$ cat config.mk
export PLATFORM = sky130hd
export DESIGN_NAME = bill_accumulator_flat
export DESIGN_NICKNAME = d
export VERILOG_FILES = /design/src/rtl/bill_pkg.sv /design/src/rtl/bill_accumulator_if.sv /design/src/rtl/bill_chunk_add.sv /design/src/rtl/fa.sv /design/src/rtl/bill_accumulator.sv /design/src/flat_wrapper.sv
export SDC_FILE = /design/constraint.sdc
export NUM_CORES = 1
export LEC_CHECK = 0
export CAP_MARGIN = 10
export CORE_UTILIZATION = 54
export CTS_CLUSTER_SIZE = 24
export DETAILED_ROUTE_END_ITERATION = 7
export GPL_TIMING_DRIVEN = 0
export PLACE_DENSITY = 0.83
export SETUP_SLACK_MARGIN = 0.05
export SYNTH_ARGS = -nofsm -noshare
export SYNTH_HDL_FRONTEND = slang
export SYNTH_HIERARCHICAL = 1
export SYNTH_SLANG_ARGS = --single-unit
$ cat constraint.sdc
create_clock -name clk -period 5.2 [get_ports clk]
set_input_delay 1.04 -clock clk [delete_from_list [all_inputs] [get_ports clk]]
set_output_delay 1.04 -clock clk [all_outputs]
set_load 0.05 [all_outputs]
$ cat src/rtl/bill_pkg.sv
// Shared types and default widths for the bill running-total engine.
package bill_pkg;

    typedef enum logic {
        IDLE = 1'b0,
        ADD  = 1'b1
    } state_t;

    localparam int DEF_WIDTH     = 12;
    localparam int DEF_ACC_WIDTH = 16;
    localparam int DEF_CHUNK     = 4;
    localparam int DEF_CNT_WIDTH = 8;

    function automatic int nchunk(input int acc_width, input int chunk);
        return acc_width / chunk;
    endfunction

endpackage

$ cat src/rtl/bill_accumulator_if.sv
// Item-amount handshake between the bill generator and the accumulator.
interface bill_accumulator_if #(
    parameter int WIDTH = bill_pkg::DEF_WIDTH
);
    logic             in_valid;
    logic             in_ready;
    logic [WIDTH-1:0] in_amount;

    modport master (output in_valid, output in_amount, input  in_ready);
    modport slave  (input  in_valid, input  in_amount, output in_ready);
endinterface

$ cat src/rtl/bill_chunk_add.sv
// CHUNK-bit ripple adder with carry in/out, built from fa cells; purely combinational.
module bill_chunk_add #(
    parameter int CHUNK = bill_pkg::DEF_CHUNK
) (
    input  logic [CHUNK-1:0] a,
    input  logic [CHUNK-1:0] b,
    input  logic             cin,
    output logic [CHUNK-1:0] sum,
    output logic             cout
);
    logic [CHUNK:0] c;

    assign c[0] = cin;

    for (genvar i = 0; i < CHUNK; i++) begin : g_bit
        fa u_fa (
            .a  (a[i]),
            .b  (b[i]),
            .ci (c[i]),
            .s  (sum[i]),
            .co (c[i+1])
        );
    end

    assign cout = c[CHUNK];
endmodule

$ cat src/rtl/fa.sv
// Single-bit full adder cell.
module fa (
    input  logic a,
    input  logic b,
    input  logic ci,
    output logic s,
    output logic co
);
    assign s  = a ^ b ^ ci;
    assign co = (a & b) | (ci & (a ^ b));
endmodule

$ cat src/rtl/bill_accumulator.sv
// Running-total engine: adds each accepted amount CHUNK bits per clock, commits after NCHUNK cycles.
// Optional BILL_ACC_SATURATE_EN clamps the total at all-ones on carry-out instead of wrapping.
module bill_accumulator
    import bill_pkg::*;
#(
    parameter int WIDTH     = DEF_WIDTH,
    parameter int ACC_WIDTH = DEF_ACC_WIDTH,
    parameter int CHUNK     = DEF_CHUNK,
    parameter int CNT_WIDTH = DEF_CNT_WIDTH
) (
    input  logic                 clk,
    input  logic                 rst_n,
    input  logic                 clear,
    bill_accumulator_if.slave    in_if,
    output logic [ACC_WIDTH-1:0] total,
    output logic                 total_valid,
    output logic [CNT_WIDTH-1:0] item_count,
    output logic                 overflow,
    output logic                 busy
);
    localparam int NCHUNK = nchunk(ACC_WIDTH, CHUNK);
    localparam int IDX_W  = (NCHUNK > 1) ? $clog2(NCHUNK) : 1;
    localparam logic [IDX_W-1:0] LAST_IDX = IDX_W'(NCHUNK - 1);

    state_t                 state, state_nxt;
    logic [ACC_WIDTH-1:0]   operand;
    logic [ACC_WIDTH-1:0]   work;
    logic [ACC_WIDTH-1:0]   work_sum;
    logic [ACC_WIDTH-1:0]   commit_val;
    logic                   carry;
    logic [IDX_W-1:0]       idx;
    logic                   accept;
    logic                   last;
    logic [CHUNK-1:0]       chunk_sum;
    logic                   chunk_cout;

    assign in_if.in_ready = (state == IDLE) && !clear;
    assign accept         = in_if.in_valid && in_if.in_ready;
    assign busy           = (state == ADD);
    assign last           = (idx == LAST_IDX);

    bill_chunk_add #(.CHUNK(CHUNK)) u_chunk_add (
        .a    (work[idx*CHUNK +: CHUNK]),
        .b    (operand[idx*CHUNK +: CHUNK]),
        .cin  (carry),
        .sum  (chunk_sum),
        .cout (chunk_cout)
    );

    // Full result as it will look once the final chunk lands; only used at commit.
    always_comb begin
        work_sum = work;
        work_sum[idx*CHUNK +: CHUNK] = chunk_sum;
    end

`ifdef BILL_ACC_SATURATE_EN
    assign commit_val = chunk_cout ? '1 : work_sum;
`else
    assign commit_val = work_sum;
`endif

    always_ff @(posedge clk or negedge rst_n) begin
        if (!rst_n) state <= IDLE;
        else        state <= state_nxt;
    end

    always_comb begin
        state_nxt = state;
        case (state)
            IDLE:    if (accept) state_nxt = ADD;
            ADD:     if (clear || last) state_nxt = IDLE;
            default: state_nxt = IDLE;
        endcase
    end

    always_ff @(posedge clk or negedge rst_n) begin
        if (!rst_n) begin
            operand     <= '0;
            work        <= '0;
            carry       <= 1'b0;
            idx         <= '0;
            total       <= '0;
            total_valid <= 1'b0;
            item_count  <= '0;
            overflow    <= 1'b0;
        end else begin
            total_valid <= 1'b0;
            if (clear) begin
                total      <= '0;
                item_count <= '0;
                overflow   <= 1'b0;
            end else if (state == IDLE) begin
                if (accept) begin
                    operand <= ACC_WIDTH'(in_if.in_amount);
                    work    <= total;
                    carry   <= 1'b0;
                    idx     <= '0;
                    if (item_count != '1) item_count <= item_count + 1'b1;
                end
            end else begin
                work[idx*CHUNK +: CHUNK] <= chunk_sum;
                carry <= chunk_cout;
                idx   <= idx + 1'b1;
                if (last) begin
                    total       <= commit_val;
                    total_valid <= 1'b1;
                    overflow    <= overflow | chunk_cout;
                end
            end
        end
    end
endmodule
$ cat src/flat_wrapper.sv
// flat-port wrapper written by rule: the top's interface ports become plain ports
module bill_accumulator_flat import bill_pkg::*;
#(
    parameter int WIDTH     = DEF_WIDTH,
    parameter int ACC_WIDTH = DEF_ACC_WIDTH,
    parameter int CHUNK     = DEF_CHUNK,
    parameter int CNT_WIDTH = DEF_CNT_WIDTH
)
  (clk, rst_n, clear, total, total_valid, item_count, overflow, busy, in_if_in_valid, in_if_in_amount, in_if_in_ready);
  bill_accumulator_if #(.WIDTH(WIDTH)) in_if_i ();
  input  logic clk;
  input  logic rst_n;
  input  logic clear;
  output logic [ACC_WIDTH-1:0] total;
  output logic total_valid;
  output logic [CNT_WIDTH-1:0] item_count;
  output logic overflow;
  output logic busy;
  input wire logic [$bits(in_if_i.in_valid)-1:0] in_if_in_valid;
  input wire logic [$bits(in_if_i.in_amount)-1:0] in_if_in_amount;
  output wire logic [$bits(in_if_i.in_ready)-1:0] in_if_in_ready;
  assign in_if_i.in_valid = in_if_in_valid;
  assign in_if_i.in_amount = in_if_in_amount;
  assign in_if_in_ready = in_if_i.in_ready;
  bill_accumulator #(.WIDTH(WIDTH), .ACC_WIDTH(ACC_WIDTH), .CHUNK(CHUNK), .CNT_WIDTH(CNT_WIDTH)) u_core (.clk(clk), .rst_n(rst_n), .clear(clear), .in_if(in_if_i), .total(total), .total_valid(total_valid), .item_count(item_count), .overflow(overflow), .busy(busy));
endmodule
# Word-level counts from Yosys, hierarchy flattened
# Cells that the tools add are included.
# op_classes
n_eq_ne	3
shifts	4
muxes	23
n_reduce_logical	13
bitwise	23
addsub	3
# ops
cell	count
$mux W16	5
$neg A4 Y34	1
$shift A4 B34 Y16 const A	1
$shiftx A4 B34 Y16	1
$mux W8	4
$shiftx A16 B5 Y4	2
$bwmux W16	1
$mux W1	10
$reduce_bool A2 Y1	5
$add A8 B1 Y8 const B	1
$and A1 B1 Y1	8
$ne A8 B8 Y1 const B	1
$xor A1 B1 Y1	8
$reduce_and A3 Y1	2
$or A1 B1 Y1	5
$mux W2	2
$reduce_and A2 Y1	2
$add A2 B1 Y2 const B	1
$eq A2 B2 Y1 const B	1
$logic_and A1 B1 Y1	2
$ne A2 B2 Y1 const B	1
$not A1 Y1	2
$pmux W1 S2	1
$logic_not A1 Y1	1
$logic_or A1 B1 Y1	1
# totals
in_bits	16
regBits	58
out_inout_bits	28

# Longest topological paths before layout
# Gate-level depths: netlist of run 1.
# depth
word_depth	14
ltp_mapped	11
depth_no_buf	11

# By module
# The synthesis of run 1 kept the hierarchy.
# modules_own_cells
mod	n_inst	seq_area_each_um2	area_per_inst_um2	cells_each
bill_accumulator	1	1451.4	2979.1	292
fa	4	0.0	20.0	1

# Worst setup path after synthesis of run 1
# OpenSTA, ideal clock, no wires.
# synth_timing
path_kind	register to register
start	register u_core.idx[0]
end	register u_core.work[11]
slack_ns	1.592
stages_incl_launch_ff	10
t_arrival_ns	3.482
path_cell_list	dfrtp_1 > buf_1 > mux4_2 > fa_1 > fa_1 > fa_1 > fa_1 > nand2_1 > o21ai_0 > a221o_1
# synth_via
elab_chain_cells	12
word_cells_on_any_way	24
classes_between	add/sub (1); shift (4); mux (2); bitwise (17)
# synth_rtl
element	line	text
from (decl)	bill_accumulator.sv:31	logic [IDX_W-1:0] idx;
from (signal assigned)	bill_accumulator.sv:103	idx <= idx + 1'b1;
$shiftx A16 B5 Y4, on equally long branches	bill_accumulator.sv:43, bill_accumulator.sv:44	
$xor A1 B1 Y1	fa.sv:10	assign co = (a & b) | (ci & (a ^ b));
$and A1 B1 Y1	fa.sv:10	
$or A1 B1 Y1 (*)	fa.sv:10	
named net u_core.u_chunk_add.c[1]	bill_chunk_add.sv:11	logic [CHUNK:0] c;
$and A1 B1 Y1 (*)	fa.sv:10	
$or A1 B1 Y1 (*)	fa.sv:10	
named net u_core.u_chunk_add.c[2]	bill_chunk_add.sv:11	
$and A1 B1 Y1 (*)	fa.sv:10	
$or A1 B1 Y1 (*)	fa.sv:10	
named net u_core.u_chunk_add.c[3]	bill_chunk_add.sv:11	
$xor A1 B1 Y1 (*)	fa.sv:9	assign s = a ^ b ^ ci;
named net u_core.chunk_sum[3]	bill_accumulator.sv:34	logic [CHUNK-1:0] chunk_sum;
$shiftx A4 B34 Y16 (*)	bill_accumulator.sv:101	work[idx*CHUNK +: CHUNK] <= chunk_sum;
$bwmux W16 (*)	bill_accumulator.sv:101	
$mux W16 (*)	bill_accumulator.sv:92	end else if (state == IDLE) begin
to (signal assigned)	bill_accumulator.sv:95	work <= total;
to (signal, indexed assignment)	bill_accumulator.sv:101	
to (decl)	bill_accumulator.sv:27	logic [ACC_WIDTH-1:0] work;
# Mark *: on every way through the listed nets, which the timed path passes. The rest lies on a longest branch.
# A chain may end at the register's enable or synchronous reset.

# Final worst setup path of run 1
# layout_timing
start	input clear
end	output in_if_in_ready
# layout_via
elab_chain_cells	2
# layout_rtl
element	line	text
from (decl)	flat_wrapper.sv:13	input logic clear;
$logic_not A1 Y1	bill_accumulator.sv:37	assign in_if.in_ready = (state == IDLE) && !clear;
$logic_and A1 B1 Y1	bill_accumulator.sv:37	
to (decl)	flat_wrapper.sv:21	output wire logic [$bits(in_if_i.in_ready)-1:0] in_if_in_ready;
# No other way between the ends.

==> impl_metrics.ini, run 1 <==
[yosys]
syn_nets = 323
synth_simple_gate_area_share_pct = 16.16
synthArstFlopShare_pct = 100.0
synth_edf_count = 0
synth_compound_area_share_pct = 18.12
synthTopCellsByCount = dfrtp_1 (58), o21ai_0 (35), nand2_1 (34), a21oi_1 (14), nor2_1 (14)
syn_area_per_cell_um2 = 10.34
synth.mux.area_fraction_pct = 9.652
syn_inst = 296
synth_top_area_share_pct = 47.44
synth_cell_type_count = 46
synth_top_family_by_area = compound AO/OA/AOI/OAI gates
netlist_area_mm2 = 0.003059
yosys-top-cells-area = dfrtp_1 (47%), o21ai_0 (5.7%), mux2_2 (4.4%)
synthXorXnorAreaFrac_pct = 0.2863
synth_seq_area_share_pct = 47.44
yosysMostFrequentCell = dfrtp_1
synth-seq-cells = 58
ys.flop_type = dfrtp_1
yosys.area_share.adder_pct = 5.481
synth_top_cell_by_area = dfrtp_1
ys.warnings.count = 6

[cells_and_area]
nFillCells = 463
drive_above_1_share_pct = 9.831
nets = 378
syn_to_final_growth_pct = 24.58
finalNonFillerCells = 428
multi_input_area_mm2 = 0.001520
n_antenna_cell = 0
ff_latch_area_mm2 = 0.001451
finalInstanceArea_mm2 = 0.003811

[critical_path]
critPathMaxStageDelay_ns = 0.72
critPathCaptureType = output port
worstPathRequired_ns = 4.16
crit_path_top_delay_cell = clkdlybuf4s50_1
r2r_setup_slack_ns = 1.11
endpoint = in_if_in_ready
worstPathCellList = clkdlybuf4s50_1, clkbuf_1, clkbuf_1, nor2_1, clkdlybuf4s50_1
r2r-end = u_core/work[11]
crit_type = in2out
critPathMaxFanout = 10
startpoint = clear
critPathArrivalTime_ns = 3.22
rr_worst_depth = 9
critPathLaunchType = primary input
rr_startpoint = u_core/idx[0]

[timing]
fin_crit_sh_pct = 82.01
period_minus_slack_ns = 4.264
setup_viol = 0
grt_setup_unrepaired = false
finClkSkew_ns = 0.006629
tightestPinTransition_ns = 0.7945
finalSetupTns_ns = 0
relSlewSlack_pct = 46.92
hold_viol = 0
slew_viol_final = 0
max_freq_mhz = 234.5

[clock_network]
clockRootBuffer = clkbuf_8
cts_buffer_depth = 2
cts_buffers = 9
cts.repair.resized = 0
cts.clk_slew.worst_paths_ns = 0.06
postCtsSetupBuffers = 0
cts_tree = yes
clock_latency_ns = 0.34
cts.sinks = 58
h-tree-depth = 3
postCtsHoldBufs = 0

[die]
die_w_um = 77.27
die_h_um = 77.27
ios = 44
rows = 27
die-area_mm2 = 0.005970
core_mm2 = 0.005473
start_util_pct = 55.90

[pwr]
power_density_mw_per_mm2 = 321.7
irDropWorstVdd_uv = 213.3
leakage_nw = 1.585

[routing]
avgRoutedWirePerCell_um = 19.08
drtPass1Iterations = 5
drt-total-wl_um = 8167
drc = 0
drtIter0Drc = 228
ant_nets = 0
drt-vias-per-instance = 6.379
vias = 2730

[grt]
grt_max_degree = 40
overflow = 0
grt_pass1_vias = 2639
antenna_found_initial = 0
grt_pass1_wl_um = 13280
grt.total_usage_pct = 29.75

[placement]
postPlaceCellArea_mm2 = 0.003595
portBuffers = 43
dp_hpwl_um = 5666
gp_congestion = 0.9439
post-place-cells = 412

[outcome]
status = finished clean

[job]
max_cap_viol_count = 0

[worst_hold_path]
hold_path_class = reg2reg
[flip-flops by register name (all words and copies together), names as in the netlist]
name / count
u_core/total_valid: 1
u_core/busy: 1
u_core/operand: 12
u_core/total: 16
u_core/carry: 1
u_core/item_count: 8
u_core/idx: 2
u_core/overflow: 1
u_core/work: 16
[critical path, delay by kind of cell]
family | cells | cell delay (ns)
AND/OR/NAND/NOR | 1 | 0.10
buffers and inverters | 4 | 2.08
[cells by family (layout without fill, tap and decap cells)]
| family | after synthesis | in the layout |
|---|---|---|
| adders and majority gates | 11 | 11 |
| xor gates and xnor gates | 1 | 1 |
| AOI/OAI and AO/OA | 87 | 87 |
| DFF | 58 | 58 |
| and+or+nand+nor | 93 | 93 |
| buffers and inverters | 23 | 83 |
| muxes | 23 | 23 |
[cells in the final DEF, fill, tap and decap left out, drive strengths merged, types with 2 or more instances in the layout]
cell           count
buf                4
a221o              7
nor2b              5
or4                2
a21oi             14
a22oi              6
a22o               4
and4               4
nand2b             4
a311oi             2
o211ai             3
nor3               3
mux2i              7
dfrtp             58
nor2              14
clkdlybuf4s50     42
a31oi              5
nand2             34
ha                 7
fa                 4
mux4               4
clkbuf            25
o31ai              2
nand4              4
nand3b             6
nand3              9
o21ai             35
and3               2
o22ai              2
mux2              12
inv               10
nor3b              2
[worst min path at each step]
stage	from	endpoint	cells past startpoint
6_report	u_core/operand[3]	u_core/operand[3]	1
4_1_cts	u_core/operand[3]	u_core/operand[3]	1
2_1_floorplan	u_core/work[0]	u_core/work[0]	2
3_3_place_gp	u_core/total[1]	u_core/total[1]	2
3_5_place_dp	u_core/operand[3]	u_core/operand[3]	1
5_1_grt	u_core/operand[11]	u_core/operand[11]	1
[layout make-up]
cell class | count | share of cell area (%)
buffer | 12 | 1.215
timing repair buffer | 44 | 11.69
clock buffer | 15 | 4.892
sequential | 58 | 38.08
clock inverter | 1 | 0.7879
tap | 72 | 2.364
inverter | 11 | 1.083
multi-input combinational | 215 | 39.89
[where the power goes]
| group | total (mW) | switching [mW] | internal [mW] |
|---|---|---|---|
| logic | 0.265 | 0.160 | 0.105 |
| clock network | 0.452 | 0.177 | 0.274 |
| registers | 0.510 | 0.0266 | 0.483 |
| total | 1.23 | 0.364 | 0.862 |
[per-layer routing]
| layer | track usage (%) | vias to the layer above | part of all wire [%] |
|---|---|---|---|
| met2 | 45.93 | 150 | 48 |
| met1 | 39.57 | 1348 | 42 |
| li1 | - | 1210 | - |
| met3 | 5.952 | 22 | 7.6 |
| met5 | 0 | - | 0 |
| met4 | 15.66 | 0 | 2.5 |
[per-stage QoR]
stage | power, mW | utilization (%) | setup WS, ns | hold slack, ns
after floorplan | 0.6844 | - | 1.592 | 0.4592
after global placement | 0.7621 | 65.41 | 0.9666 | 0.4882
after detailed placement | 0.7744 | 65.68 | 0.9539 | 0.4950
after CTS | 1.223 | 69.64 | 0.9354 | 0.5095
after global routing | 1.276 | 69.64 | 0.8217 | 0.5295
final | 1.226 | 69.64 | 0.9357 | 0.5087
(Power assumes the default switching activity.)
==> run 2: changes to the inputs <==
CORE_UTILIZATION = 49   (was 54)
PLACE_DENSITY = 0.8   (was 0.83)
clock period = 3.5 ns   (was 5.2 ns; I/O delays follow)
==> run 2 against run 1 <==
  * Non-clock buffer count is 1 higher
  * Register-to-register slack worse by 0.97 ns
  * Clock power grew 24%
  * Final cell count is 0.93% higher
  * First-iteration DRC count increased by 16%
  * Sequential share of layout area hardly changed
  * Combinational power grew 53%
  * Global-route usage fell by 3.8 points
  * Largest power group unchanged
==> impl_metrics.ini, run 2 (same netlist as run 1, synthesis figures left out) <==
[pwr]
clock_power_share_pct = 32.7
p_comb_share_pct = 23.6
leakage_nw = 1.590
power_density_mw_per_mm2 = 450.3
p_sw_mw = 0.5193
total_power_mw = 1.718
switching_share_pct = 30.22
power_frac_seq_pct = 43.8
p_int_mw = 1.199
irDropWorstVdd_uv = 259.9

[clock_network]
clockRootBuffer = clkbuf_8
cts_buffer_depth = 2
clock_latency_ns = 0.34
h-tree-depth = 3
cts_buffers = 9
cts_tree = yes
cts.sinks = 58
postCtsHoldBufs = 0
cts.clk_slew.worst_paths_ns = 0.06

[timing]
grt_setup_unrepaired = false
tightestPinTransition_ns = 0.7396
relSlewSlack_pct = 50.59
hold_viol = 0
slew_viol_final = 0
finClkSkew_ns = 0.007273
hold_slack_ns = 0.3228
worst_slack_ns = 0.1360
max_freq_mhz = 297.3
period_minus_slack_ns = 3.364
setup_viol = 0
fin_crit_sh_pct = 96.11

[cells_and_area]
syn_to_final_growth_pct = 24.74
final_cell_mix = dfrtp_1 (57), clkdlybuf4s50_1 (41), nand2_1 (34)
multi_input_area_mm2 = 0.001528
layout_commonest_cell = dfrtp_1
nets = 379
n_antenna_cell = 0
biggestRegsByFlops = u_core/total (16), u_core/work (16), u_core/operand (12)
finalNonFillerCells = 432
ff_latch_area_mm2 = 0.001453
nFillCells = 491
drive_above_1_share_pct = 12.32

[routing]
drc = 0
vias = 2624
drt-vias-per-instance = 6.074
drtPass1Iterations = 5
drtIter0Drc = 265
drt-total-wl_um = 7554
ant_nets = 0
avgRoutedWirePerCell_um = 17.49

[critical_path]
crit_type = reg2reg
critPathArrivalTime_ns = 3.58
worstPathRequired_ns = 3.72
critPathMaxFanout = 10
critPathLaunchType = flop
critPathCaptureType = flop

[die]
die_h_um = 81.02
ios = 44
rows = 28
die_w_um = 81.02
core_mm2 = 0.005956
start_util_pct = 51.37
die-area_mm2 = 0.006563

[grt]
grt_max_degree = 38
grt_pass1_wl_um = 12390
grt.total_usage_pct = 25.90
antenna_found_initial = 0
overflow = 0
grt_pass1_vias = 2487

[placement]
gp_congestion = 0.9418
portBuffers = 43
dp_hpwl_um = 5399
post-place-cells = 415
pre_cts_slack_ns = -0.1964

[outcome]
status = finished clean

[worst_hold_path]
hold_path_class = in2async

[job]
max_cap_viol_count = 0
## run 2: changes by cell type in the layout (fill, tap and decap cells not counted), moves of 2 or more
cell and change:
fa_1 -3, fa_2 +3, o21ai_0 -3, o21ai_1 +3, clkbuf_1 -2, clkinv_2 +2
## run 2: final cells by class
type	count	area share (%)
clock buffer	14	4.525
sequential	58	38.07
inverter	11	1.180
tap	75	2.459
buffer	12	1.541
multi-input combinational	215	40.03
clock inverter	2	0.2623
timing repair buffer	45	11.93
## run 2: final timing paths
kind                                 start                  to  slack (ns)  depth (start not counted)
setup reg to reg             u_core/idx[0]     u_core/work[11]        0.14                          9
hold / removal                       rst_n  u_core/total_valid        0.32                          1
hold reg to reg            u_core/total[1]     u_core/total[1]        0.51                          2
setup / recovery             u_core/idx[0]     u_core/work[11]        0.14                          9
max in group asynchronous            rst_n       u_core/idx[0]        2.59                          2
min in group clk           u_core/total[1]     u_core/total[1]        0.51                          2
## run 2: critical path: stages, from the launching register on
cell and delay (ns):
dfrtp_2 0.38, buf_6 0.15, mux4_2 0.53, fa_1 0.45, fa_2 0.37, fa_2 0.37, fa_2 0.53, nand2_1 0.12
o21ai_1 0.09, a221o_1 0.27
## run 2: through the flow
stage	cell area, um^2	setup TNS (ns)	utilization (%)
2_1_floorplan	3063	0	-
3_5_place_dp	3602	-0.6138	60.48
5_1_grt	3816	0	64.08
3_3_place_gp	3587	-4.769	60.23
4_1_cts	3796	0	63.74
6_report	3816	0	64.08
## run 2: routing by layer
layer  vias to the layer above  part of all wire, %  GRT usage, %
li1                       1210                    -             -
met1                      1283                   44         36.32
met2                       115                   46         38.24
met3                        16                  7.4         4.831
met4                         0                  2.2         13.39
met5                         -                    0             0
## run 2: power groups by stage
stage                     registers (mW)  logic [mW]  clock network [mW]
after CTS                          0.750       0.389               0.576
after global placement             0.764       0.368                   0
after floorplan                    0.764       0.255                   0
after global routing               0.757       0.440               0.610
after detailed placement           0.766       0.379                   0
final                              0.752       0.405               0.561
## run 2: repair_timing
action                                  4_1_cts  5_1_grt
setup buffers                                 1        0
gates resized for setup                       3       11
endpoints found under the setup margin       10        9
pin swaps                                     0        1
cloned                                        0        0
